[config.mk]
export PLATFORM = sky130hd
export DESIGN_NAME = sram_arbiter_flat
export DESIGN_NICKNAME = d
export VERILOG_FILES = /design/src/rtl/sram_arbiter_if.sv /design/src/rtl/sram_arbiter.sv /design/src/flat_wrapper.sv
export SDC_FILE = /design/constraint.sdc
export NUM_CORES = 1
export LEC_CHECK = 0
export CORE_ASPECT_RATIO = 0.8
export CORE_MARGIN = 2
export CORE_UTILIZATION = 41
export CTS_CLUSTER_DIAMETER = 50
export DETAILED_ROUTE_END_ITERATION = 7
export PLACE_DENSITY = 0.9
export RECOVER_POWER = 50
export SYNTH_ARGS = -nofsm -noshare
export SYNTH_HDL_FRONTEND = slang
export SYNTH_SLANG_ARGS = --single-unit
export TNS_END_PERCENT = 30
[constraint.sdc]
create_clock -name i_clk -period 2.3 [get_ports i_clk]
set_clock_uncertainty 0.05 [all_clocks]
set_input_delay 0.69 -clock i_clk [delete_from_list [all_inputs] [get_ports i_clk]]
set_output_delay 0.69 -clock i_clk [all_outputs]
set_load 0.02 [all_outputs]
[src/rtl/sram_arbiter_if.sv]
// ---------------------------------------------------------------------------
// sram_arbiter_if
//   Bundles the two requester handshakes and the SRAM pin-side signals of
//   sram_arbiter.
//   Requester port N (N = 0 recorder, 1 player):
//     i_reqN   level request, held until o_ackN is seen
//     i_weN    1 = write, 0 = read
//     i_addrN  word address
//     i_wdataN write data
//     o_ackN   single-cycle done pulse
//     o_rdataN read data, valid from the read ack onwards
//   SRAM side:
//     o_SRAM_ADDR, o_SRAM_DQ, o_SRAM_DQ_OE, i_SRAM_DQ
//     o_SRAM_CE_N, o_SRAM_OE_N, o_SRAM_WE_N, o_SRAM_LB_N, o_SRAM_UB_N
//     o_busy   arbiter not idle
//   Modports: slave = arbiter view, master = requester / pin environment view.
// ---------------------------------------------------------------------------
interface sram_arbiter_if #(
  parameter int AW = 20,
  parameter int DW = 16
) ();
  logic          i_req0;
  logic          i_we0;
  logic [AW-1:0] i_addr0;
  logic [DW-1:0] i_wdata0;
  logic          o_ack0;
  logic [DW-1:0] o_rdata0;

  logic          i_req1;
  logic          i_we1;
  logic [AW-1:0] i_addr1;
  logic [DW-1:0] i_wdata1;
  logic          o_ack1;
  logic [DW-1:0] o_rdata1;

  logic [AW-1:0] o_SRAM_ADDR;
  logic [DW-1:0] o_SRAM_DQ;
  logic          o_SRAM_DQ_OE;
  logic [DW-1:0] i_SRAM_DQ;
  logic          o_SRAM_CE_N;
  logic          o_SRAM_OE_N;
  logic          o_SRAM_WE_N;
  logic          o_SRAM_LB_N;
  logic          o_SRAM_UB_N;
  logic          o_busy;

  modport slave (
    input  i_req0, i_we0, i_addr0, i_wdata0,
    input  i_req1, i_we1, i_addr1, i_wdata1,
    input  i_SRAM_DQ,
    output o_ack0, o_rdata0, o_ack1, o_rdata1,
    output o_SRAM_ADDR, o_SRAM_DQ, o_SRAM_DQ_OE,
    output o_SRAM_CE_N, o_SRAM_OE_N, o_SRAM_WE_N, o_SRAM_LB_N, o_SRAM_UB_N,
    output o_busy
  );

  modport master (
    output i_req0, i_we0, i_addr0, i_wdata0,
    output i_req1, i_we1, i_addr1, i_wdata1,
    output i_SRAM_DQ,
    input  o_ack0, o_rdata0, o_ack1, o_rdata1,
    input  o_SRAM_ADDR, o_SRAM_DQ, o_SRAM_DQ_OE,
    input  o_SRAM_CE_N, o_SRAM_OE_N, o_SRAM_WE_N, o_SRAM_LB_N, o_SRAM_UB_N,
    input  o_busy
  );
endinterface

[src/rtl/sram_arbiter.sv]
// ---------------------------------------------------------------------------
// sram_arbiter
//   Shares one asynchronous 1M x 16 SRAM between a recorder (port 0) and a
//   player (port 1). Accesses are serialised as IDLE -> ACCESS -> TURN, the
//   strobes are held for ACCESS_CYCLES cycles, and each access ends with a
//   one-cycle ack during the bus-turnaround cycle. Every output is a flop.
//
//   Ports:
//     i_clk  system clock (rising edge)
//     i_rst  synchronous active-high reset
//     bus    sram_arbiter_if.slave (requester handshakes + SRAM pins)
//
//   Parameters: ACCESS_CYCLES (1..15), AW, DW.
//
//   Build option: define SRAM_ARB_ROUND_ROBIN_EN to replace the fixed
//   port-0-first priority with a 1-bit alternating priority pointer.
// ---------------------------------------------------------------------------
module sram_arbiter #(
  parameter int ACCESS_CYCLES = 2,
  parameter int AW            = 20,
  parameter int DW            = 16
) (
  input  logic          i_clk,
  input  logic          i_rst,
  sram_arbiter_if.slave bus
);

  localparam logic [1:0] S_IDLE   = 2'd0;
  localparam logic [1:0] S_ACCESS = 2'd1;
  localparam logic [1:0] S_TURN   = 2'd2;

  localparam logic [3:0] CNT_LOAD = 4'(ACCESS_CYCLES - 1);

  logic [1:0]    state_q, state_d;
  logic [3:0]    cnt_q, cnt_d;
  logic          sel_q, sel_d;        // port being served
  logic          we_q, we_d;
  logic [AW-1:0] addr_q, addr_d;
  logic [DW-1:0] wdata_q, wdata_d;
  logic [DW-1:0] rdata0_q, rdata0_d;
  logic [DW-1:0] rdata1_q, rdata1_d;
  logic          ack0_q, ack0_d;
  logic          ack1_q, ack1_d;
  logic          ce_n_q, ce_n_d;      // also drives LB_N / UB_N
  logic          oe_n_q, oe_n_d;
  logic          we_n_q, we_n_d;
  logic          dq_oe_q, dq_oe_d;
  logic          busy_q, busy_d;

  logic          grant_sel;           // winner if a grant happens this cycle
  logic          access_d;

`ifdef SRAM_ARB_ROUND_ROBIN_EN
  logic          ptr_q, ptr_d;        // port preferred on a tie

  // A lone request wins outright; the pointer only breaks ties.
  assign grant_sel = (bus.i_req0 && bus.i_req1) ? ptr_q : ~bus.i_req0;
`else
  assign grant_sel = ~bus.i_req0;
`endif

  always_comb begin
    state_d  = state_q;
    cnt_d    = cnt_q;
    sel_d    = sel_q;
    we_d     = we_q;
    addr_d   = addr_q;
    wdata_d  = wdata_q;
    rdata0_d = rdata0_q;
    rdata1_d = rdata1_q;
    ack0_d   = 1'b0;
    ack1_d   = 1'b0;
`ifdef SRAM_ARB_ROUND_ROBIN_EN
    ptr_d    = ptr_q;
`endif

    case (state_q)
      S_IDLE: begin
        if (bus.i_req0 || bus.i_req1) begin
          // Address/data registers only load here, keeping the bus
          // stable for the whole access.
          sel_d   = grant_sel;
          we_d    = grant_sel ? bus.i_we1    : bus.i_we0;
          addr_d  = grant_sel ? bus.i_addr1  : bus.i_addr0;
          wdata_d = grant_sel ? bus.i_wdata1 : bus.i_wdata0;
          cnt_d   = CNT_LOAD;
          state_d = S_ACCESS;
`ifdef SRAM_ARB_ROUND_ROBIN_EN
          ptr_d   = ~grant_sel;
`endif
        end
      end

      S_ACCESS: begin
        if (cnt_q == 4'd0) begin
          state_d = S_TURN;
          if (!we_q) begin
            if (sel_q) rdata1_d = bus.i_SRAM_DQ;
            else       rdata0_d = bus.i_SRAM_DQ;
          end
          if (sel_q) ack1_d = 1'b1;
          else       ack0_d = 1'b1;
        end else begin
          cnt_d = cnt_q - 4'd1;
        end
      end

      S_TURN: begin
        // Strobes released, bus undriven; requests are not looked at.
        state_d = S_IDLE;
      end

      default: state_d = S_IDLE;
    endcase

    // Strobes are registered from the next state so they line up exactly
    // with the cycles spent in S_ACCESS.
    access_d = (state_d == S_ACCESS);
    ce_n_d   = ~access_d;
    oe_n_d   = ~(access_d && !we_d);
    we_n_d   = ~(access_d && we_d);
    dq_oe_d  = access_d && we_d;
    busy_d   = (state_d != S_IDLE);
  end

  always_ff @(posedge i_clk) begin
    if (i_rst) begin
      state_q  <= S_IDLE;
      cnt_q    <= 4'd0;
      sel_q    <= 1'b0;
      we_q     <= 1'b0;
      addr_q   <= '0;
      wdata_q  <= '0;
      rdata0_q <= '0;
      rdata1_q <= '0;
      ack0_q   <= 1'b0;
      ack1_q   <= 1'b0;
      ce_n_q   <= 1'b1;
      oe_n_q   <= 1'b1;
      we_n_q   <= 1'b1;
      dq_oe_q  <= 1'b0;
      busy_q   <= 1'b0;
`ifdef SRAM_ARB_ROUND_ROBIN_EN
      ptr_q    <= 1'b0;
`endif
    end else begin
      state_q  <= state_d;
      cnt_q    <= cnt_d;
      sel_q    <= sel_d;
      we_q     <= we_d;
      addr_q   <= addr_d;
      wdata_q  <= wdata_d;
      rdata0_q <= rdata0_d;
      rdata1_q <= rdata1_d;
      ack0_q   <= ack0_d;
      ack1_q   <= ack1_d;
      ce_n_q   <= ce_n_d;
      oe_n_q   <= oe_n_d;
      we_n_q   <= we_n_d;
      dq_oe_q  <= dq_oe_d;
      busy_q   <= busy_d;
`ifdef SRAM_ARB_ROUND_ROBIN_EN
      ptr_q    <= ptr_d;
`endif
    end
  end

  assign bus.o_ack0       = ack0_q;
  assign bus.o_ack1       = ack1_q;
  assign bus.o_rdata0     = rdata0_q;
  assign bus.o_rdata1     = rdata1_q;
  assign bus.o_SRAM_ADDR  = addr_q;
  assign bus.o_SRAM_DQ    = wdata_q;
  assign bus.o_SRAM_DQ_OE = dq_oe_q;
  assign bus.o_SRAM_CE_N  = ce_n_q;
  assign bus.o_SRAM_LB_N  = ce_n_q;
  assign bus.o_SRAM_UB_N  = ce_n_q;
  assign bus.o_SRAM_OE_N  = oe_n_q;
  assign bus.o_SRAM_WE_N  = we_n_q;
  assign bus.o_busy       = busy_q;

endmodule

[src/flat_wrapper.sv]
// flat-port wrapper written by rule: the top's interface ports become plain ports
module sram_arbiter_flat 
#(
  parameter int ACCESS_CYCLES = 2,
  parameter int AW            = 20,
  parameter int DW            = 16
)
  (i_clk, i_rst, bus_i_req0, bus_i_we0, bus_i_addr0, bus_i_wdata0, bus_i_req1, bus_i_we1, bus_i_addr1, bus_i_wdata1, bus_i_SRAM_DQ, bus_o_ack0, bus_o_rdata0, bus_o_ack1, bus_o_rdata1, bus_o_SRAM_ADDR, bus_o_SRAM_DQ, bus_o_SRAM_DQ_OE, bus_o_SRAM_CE_N, bus_o_SRAM_OE_N, bus_o_SRAM_WE_N, bus_o_SRAM_LB_N, bus_o_SRAM_UB_N, bus_o_busy);
  sram_arbiter_if #(.AW(AW), .DW(DW)) bus_i ();
  input  logic i_clk;
  input  logic i_rst;
  input wire logic [$bits(bus_i.i_req0)-1:0] bus_i_req0;
  input wire logic [$bits(bus_i.i_we0)-1:0] bus_i_we0;
  input wire logic [$bits(bus_i.i_addr0)-1:0] bus_i_addr0;
  input wire logic [$bits(bus_i.i_wdata0)-1:0] bus_i_wdata0;
  input wire logic [$bits(bus_i.i_req1)-1:0] bus_i_req1;
  input wire logic [$bits(bus_i.i_we1)-1:0] bus_i_we1;
  input wire logic [$bits(bus_i.i_addr1)-1:0] bus_i_addr1;
  input wire logic [$bits(bus_i.i_wdata1)-1:0] bus_i_wdata1;
  input wire logic [$bits(bus_i.i_SRAM_DQ)-1:0] bus_i_SRAM_DQ;
  output wire logic [$bits(bus_i.o_ack0)-1:0] bus_o_ack0;
  output wire logic [$bits(bus_i.o_rdata0)-1:0] bus_o_rdata0;
  output wire logic [$bits(bus_i.o_ack1)-1:0] bus_o_ack1;
  output wire logic [$bits(bus_i.o_rdata1)-1:0] bus_o_rdata1;
  output wire logic [$bits(bus_i.o_SRAM_ADDR)-1:0] bus_o_SRAM_ADDR;
  output wire logic [$bits(bus_i.o_SRAM_DQ)-1:0] bus_o_SRAM_DQ;
  output wire logic [$bits(bus_i.o_SRAM_DQ_OE)-1:0] bus_o_SRAM_DQ_OE;
  output wire logic [$bits(bus_i.o_SRAM_CE_N)-1:0] bus_o_SRAM_CE_N;
  output wire logic [$bits(bus_i.o_SRAM_OE_N)-1:0] bus_o_SRAM_OE_N;
  output wire logic [$bits(bus_i.o_SRAM_WE_N)-1:0] bus_o_SRAM_WE_N;
  output wire logic [$bits(bus_i.o_SRAM_LB_N)-1:0] bus_o_SRAM_LB_N;
  output wire logic [$bits(bus_i.o_SRAM_UB_N)-1:0] bus_o_SRAM_UB_N;
  output wire logic [$bits(bus_i.o_busy)-1:0] bus_o_busy;
  assign bus_i.i_req0 = bus_i_req0;
  assign bus_i.i_we0 = bus_i_we0;
  assign bus_i.i_addr0 = bus_i_addr0;
  assign bus_i.i_wdata0 = bus_i_wdata0;
  assign bus_i.i_req1 = bus_i_req1;
  assign bus_i.i_we1 = bus_i_we1;
  assign bus_i.i_addr1 = bus_i_addr1;
  assign bus_i.i_wdata1 = bus_i_wdata1;
  assign bus_i.i_SRAM_DQ = bus_i_SRAM_DQ;
  assign bus_o_ack0 = bus_i.o_ack0;
  assign bus_o_rdata0 = bus_i.o_rdata0;
  assign bus_o_ack1 = bus_i.o_ack1;
  assign bus_o_rdata1 = bus_i.o_rdata1;
  assign bus_o_SRAM_ADDR = bus_i.o_SRAM_ADDR;
  assign bus_o_SRAM_DQ = bus_i.o_SRAM_DQ;
  assign bus_o_SRAM_DQ_OE = bus_i.o_SRAM_DQ_OE;
  assign bus_o_SRAM_CE_N = bus_i.o_SRAM_CE_N;
  assign bus_o_SRAM_OE_N = bus_i.o_SRAM_OE_N;
  assign bus_o_SRAM_WE_N = bus_i.o_SRAM_WE_N;
  assign bus_o_SRAM_LB_N = bus_i.o_SRAM_LB_N;
  assign bus_o_SRAM_UB_N = bus_i.o_SRAM_UB_N;
  assign bus_o_busy = bus_i.o_busy;
  sram_arbiter #(.ACCESS_CYCLES(ACCESS_CYCLES), .AW(AW), .DW(DW)) u_core (.i_clk(i_clk), .i_rst(i_rst), .bus(bus_i));
endmodule
After elaboration in Yosys (flattened, before gate mapping)
Cells that the tools add are included.
{ "op_classes": {"muxes": 13, "bitwise_logic": 8, "eq_ne": 4, "addsub": 1, "n_reduce_logical": 13} }
{ "op_table": {"columns": ["cell", "n"], "rows": [
  ["$mux W20", 1],
  ["$mux W16", 1],
  ["$mux W4", 2],
  ["$not A1 Y1", 8],
  ["$pmux W4 S2", 1],
  ["$reduce_and A4 Y1", 2],
  ["$mux W1", 5],
  ["$eq A2 B1 Y1 const B", 2],
  ["$logic_not A4 Y1", 1],
  ["$mux W2", 2],
  ["$pmux W2 S2", 1],
  ["$reduce_bool A2 Y1", 2],
  ["$sub A4 B1 Y4 const B", 1],
  ["$reduce_and A3 Y1", 1],
  ["$reduce_or A3 Y1", 1],
  ["$logic_and A1 B1 Y1", 2],
  ["$logic_not A2 Y1", 1],
  ["$ne A2 B1 Y1 const B", 1],
  ["$ne A2 B2 Y1 const B", 1],
  ["$reduce_and A2 Y1", 1],
  ["$logic_not A1 Y1", 1],
  ["$logic_or A1 B1 Y1", 1]
]} }
{ "word_totals": {"reg_bits": 83, "input_bits": 94} }

Longest topological paths before layout
{ "depth": {"ltp_word": 6, "mapped_depth": 7} }

Least setup slack after synthesis
No wires, ideal clock.
{ "synth_path": {"path_type": "input port to flip-flop", "startpoint": "in bus_i_req0", "endpoint": "reg u_core.addr_q[10], in the netlist u_core.bus.o_SRAM_ADDR[10]", "path_slack_ns": 0.572, "stages": 5, "setup_ns": 0.134, "arrival_time_ns": 1.544, "cell_sequence": "or2_2 > buf_2 > buf_1 > a21oi_1 > a211oi_1"} }
{ "synth_between": {"elab_chain_cells": 2} }
{ "synth_rtl": {"columns": ["item", "line", "text"], "rows": [
  ["start: declaration", "flat_wrapper.sv:12", "input wire logic [$bits(bus_i.i_req0)-1:0] bus_i_req0;"],
  ["$logic_or A1 B1 Y1", "sram_arbiter.sv:79", "if (bus.i_req0 || bus.i_req1) begin"],
  ["$reduce_and A2 Y1 (no line)", null, null],
  ["end signal: assignment", "sram_arbiter.sv:151", "addr_q <= addr_d;"],
  ["end: declaration", "sram_arbiter.sv:38", "logic [AW-1:0] addr_q, addr_d;"]
]} }
Several ways; a longest one is shown, not always the timed one.
A chain may end at the register's enable or synchronous reset.

Final worst setup path
{ "layout_path": {"startpoint": "reg u_core.rdata0_q[4], in the netlist u_core.bus.o_rdata0[4]", "endpoint": "out bus_o_rdata0[4]"} }
{ "layout_rtl": {"columns": ["item", "line", "text"], "rows": [
  ["start: declaration", "sram_arbiter.sv:40", "logic [DW-1:0] rdata0_q, rdata0_d;"],
  ["start signal: assignment", "sram_arbiter.sv:153", "rdata0_q <= rdata0_d;"],
  ["end: declaration", "flat_wrapper.sv:22", "output wire logic [$bits(bus_i.o_rdata0)-1:0] bus_o_rdata0;"]
]} }
No word-level cell between the ends.

==> impl_metrics.py <==
metrics = {
    "clock_network": {
        "cts_tree": "built",
        "numCtsBuffers": 9,
        "cts_root_buf": "clkbuf_8",
        "clock_path_buffers": 2,
        "postCtsSetupBuffers": 0,
        "cts_resized": 0,
        "clkTransAtPathRegs_ns": 0.09,
        "postCtsHoldBufs": 0,
        "cts_htree_levels": 3,
        "cts_sinks": 83,
        "clk_latency_ns": 0.34,
    },
    "job": {
        "cap_violations": 0,
    },
    "power": {
        "intPower_mw": 2.559,
        "pwr-share-comb_pct": 31.0,
        "p_switching_mw": 1.247,
        "power_per_cell_area_nw_per_um2": 697.0,
        "power_frac_seq_pct": 43.9,
        "p_total_mw": 3.807,
        "swShare_pct": 32.77,
        "clockPowerShare_pct": 25.1,
        "vdd_drop_max_v": 0.0002880,
        "p_leak_nw": 2.068,
    },
    "place": {
        "port-buffer-count": 170,
        "pre_cts_ws_ns": -0.1108,
        "hpwl_um": 7603,
        "routabilityCongestion": 0.7759,
    },
    "logic_synthesis": {
        "postSynthAreaPerCell_um2": 9.323,
        "syn_area_um2": 3533,
        "synth_edf_count": 0,
        "ys_types": 40,
        "synth_flop_cell": "dfxtp_1",
        "yosysWarnings": 0,
        "synthCells": 379,
        "syn_nets": 475,
        "synth-seq-area-share_pct": 47.03,
        "ys_seq_elements": 83,
        "ys_async_sr_fraction_pct": 0,
    },
    "route": {
        "drt_first_pass_iters": 5,
        "num_vias": 3576,
        "antenna_left": 0,
        "post_drt_wl_per_cell_um": 16.67,
        "viasPerCell": 5.544,
        "drt_iter0_drc": 161,
        "drc": 0,
        "wl_um": 10750,
    },
    "final_layout": {
        "drive_above_1_share_pct": 7.317,
        "mostFrequentLayoutCell": "clkdlybuf4s50_1",
        "fillers": 677,
        "diodes": 0,
        "mostFrequentLayoutCells": "clkdlybuf4s50_1, dfxtp_1, a21oi_1",
        "syn2layout_area_growth_pct": 54.57,
        "fin_nets": 624,
    },
    "timing": {
        "setup_viol": 0,
        "fin_crit_sh_pct": 91.59,
        "relSlewSlack_pct": 36.12,
        "finalWorstSetupSlack_ns": 0.1934,
        "grt_setup_unrepaired": "no",
        "clock.fmax_mhz": 474.7,
        "drv_slew": 0,
        "fin_setup_tns_ns": 0,
        "worst_pin_slew_ns": 0.9559,
        "fin_crit_ns": 2.107,
        "finalHoldViolCount": 0,
    },
    "run_status": {
        "status": "complete, no violations",
    },
    "die": {
        "fp.dieW_um": 107.8,
        "die_area_um2": 9381,
        "die_y_um": 87.03,
        "start_util_pct": 42.02,
        "core_um2": 8408,
        "rows": 30,
        "pin_count": 171,
    },
    "grt": {
        "track_usage_pct": 22.23,
        "grt_pass1_wl_um": 16710,
        "grt_pass1_vias": 3523,
        "antenna_found_initial": 0,
        "grt_overflow": 0,
        "grt_max_degree": 44,
    },
    "worst_setup_path": {
        "worst_setup_path_end_kind": "output port",
        "crit_family": "buffers and inverters",
        "slowest_delay_ns": 0.69,
        "worst-path-max-fanout": 2,
        "critPathKind": "flop to output port",
        "crit_arrival_ns": 1.37,
        "critPathBufInv": 1,
        "worstPathRequired_ns": 1.56,
        "slowest_stage": "dlygate4sd3_1",
        "cp-start-kind": "flop",
        "path_cells": "dlygate4sd3_1",
    },
    "min_path": {
        "worstHoldPathType": "flop to flop",
    },
}
synthesized netlist by cell type, types with 2 or more instances:
master	n	area share, %
clkbuf_1	19	2.0
dfxtp_1	83	47
nand3_1	34	4.8
nor2_1	3	0.32
mux2i_1	36	10
buf_4	3	0.64
buf_2	14	2.0
or3_1	2	0.35
a211oi_1	38	8.1
nor3_1	3	0.42
buf_6	3	0.96
a21oi_1	72	10
or2_2	2	0.35
ha_1	2	0.71
o21ai_0	30	4.2
inv_1	4	0.42
o21ai_1	6	0.85
buf_1	2	0.21
o21a_1	2	0.42
layout make-up:
class	instances	area (µm²)	area share [%]
sequential	83	1662	30.42
timing repair buffer	180	1804	33.04
clock inverter	6	48.80	0.8935
tap	112	140.1	2.566
inverter	4	15.01	0.2749
multi-input combinational	250	1654	30.29
clock buffer	10	137.6	2.520
cell families after synthesis:
group	share of synthesized area (%)
AND/OR/NAND/NOR	10.34
flip-flops	47.03
multiplexers	10.52
AO/OA/AOI/OAI	25.04
adder cells (fa/ha/maj)	0.7081
buffers and inverters	6.374
per-stage QoR:
stage | utilization, % | std cells | area, µm² | hold WS [ns]
after floorplan | - | 379 | 3533 | 0.4161
after global placement | 62.80 | 629 | 5280 | 0.4111
after detailed placement | 62.80 | 629 | 5280 | 0.4151
after CTS | 65.01 | 645 | 5466 | 0.4329
after global routing | 64.96 | 645 | 5461 | 0.4498
final | 64.96 | 645 | 5461 | 0.4309
layer usage:
| layer | vias to the layer above | part of all wire (%) | track usage, % |
|---|---|---|---|
| met4 | 0 | 2.1 | 9.207 |
| li1 | 1697 | - | - |
| met5 | - | 0 | 0 |
| met3 | 19 | 7.1 | 4.413 |
| met1 | 1713 | 42 | 26.80 |
| met2 | 147 | 49 | 38.94 |
registers in the layout, indices dropped and copies added, names as in the netlist:
name,flops
u_core.bus.o_SRAM_ADDR,20
u_core.bus.o_SRAM_DQ,16
u_core.bus.o_rdata0,16
u_core.bus.o_rdata1,16
u_core.cnt_q,4
u_core.state_q,2
u_core.bus.o_SRAM_CE_N,1
u_core.bus.o_SRAM_DQ_OE,1
u_core.bus.o_SRAM_OE_N,1
u_core.bus.o_SRAM_WE_N,1
u_core.bus.o_ack0,1
u_core.bus.o_ack1,1
u_core.bus.o_busy,1
u_core.sel_q,1
u_core.we_q,1
worst paths after layout:
path	start	to	slack (ns)	cells past startpoint
min reg2reg	u_core.bus.o_rdata1[13]$_SDFFE_PP0P_	u_core.bus.o_rdata1[13]$_SDFFE_PP0P_	0.43	2
max reg2reg	u_core.state_q[1]$_SDFF_PP0_	u_core.bus.o_SRAM_DQ[11]$_SDFFE_PP0P_	0.30	3
min	u_core.bus.o_rdata1[13]$_SDFFE_PP0P_	u_core.bus.o_rdata1[13]$_SDFFE_PP0P_	0.43	2
max	u_core.bus.o_rdata0[4]$_SDFFE_PP0P_	bus_o_rdata0[4]	0.19	1
power by group through the flow:
| stage | combinational, mW | clock, mW | sequential [mW] |
|---|---|---|---|
| floorplan | 0.496 | 0 | 1.84 |
| global placement | 1.16 | 0 | 1.70 |
| detailed placement | 1.20 | 0 | 1.70 |
| CTS | 1.20 | 0.982 | 1.67 |
| global route | 1.26 | 1.04 | 1.69 |
| finish | 1.18 | 0.956 | 1.67 |
worst min-delay path, delay by kind of cell (launching register included):
kind           cells  cell delay [ns]
flip-flops         1             0.31
AO/OA/AOI/OAI      2             0.12
No activity file was read; power rests on OpenSTA's default activity.
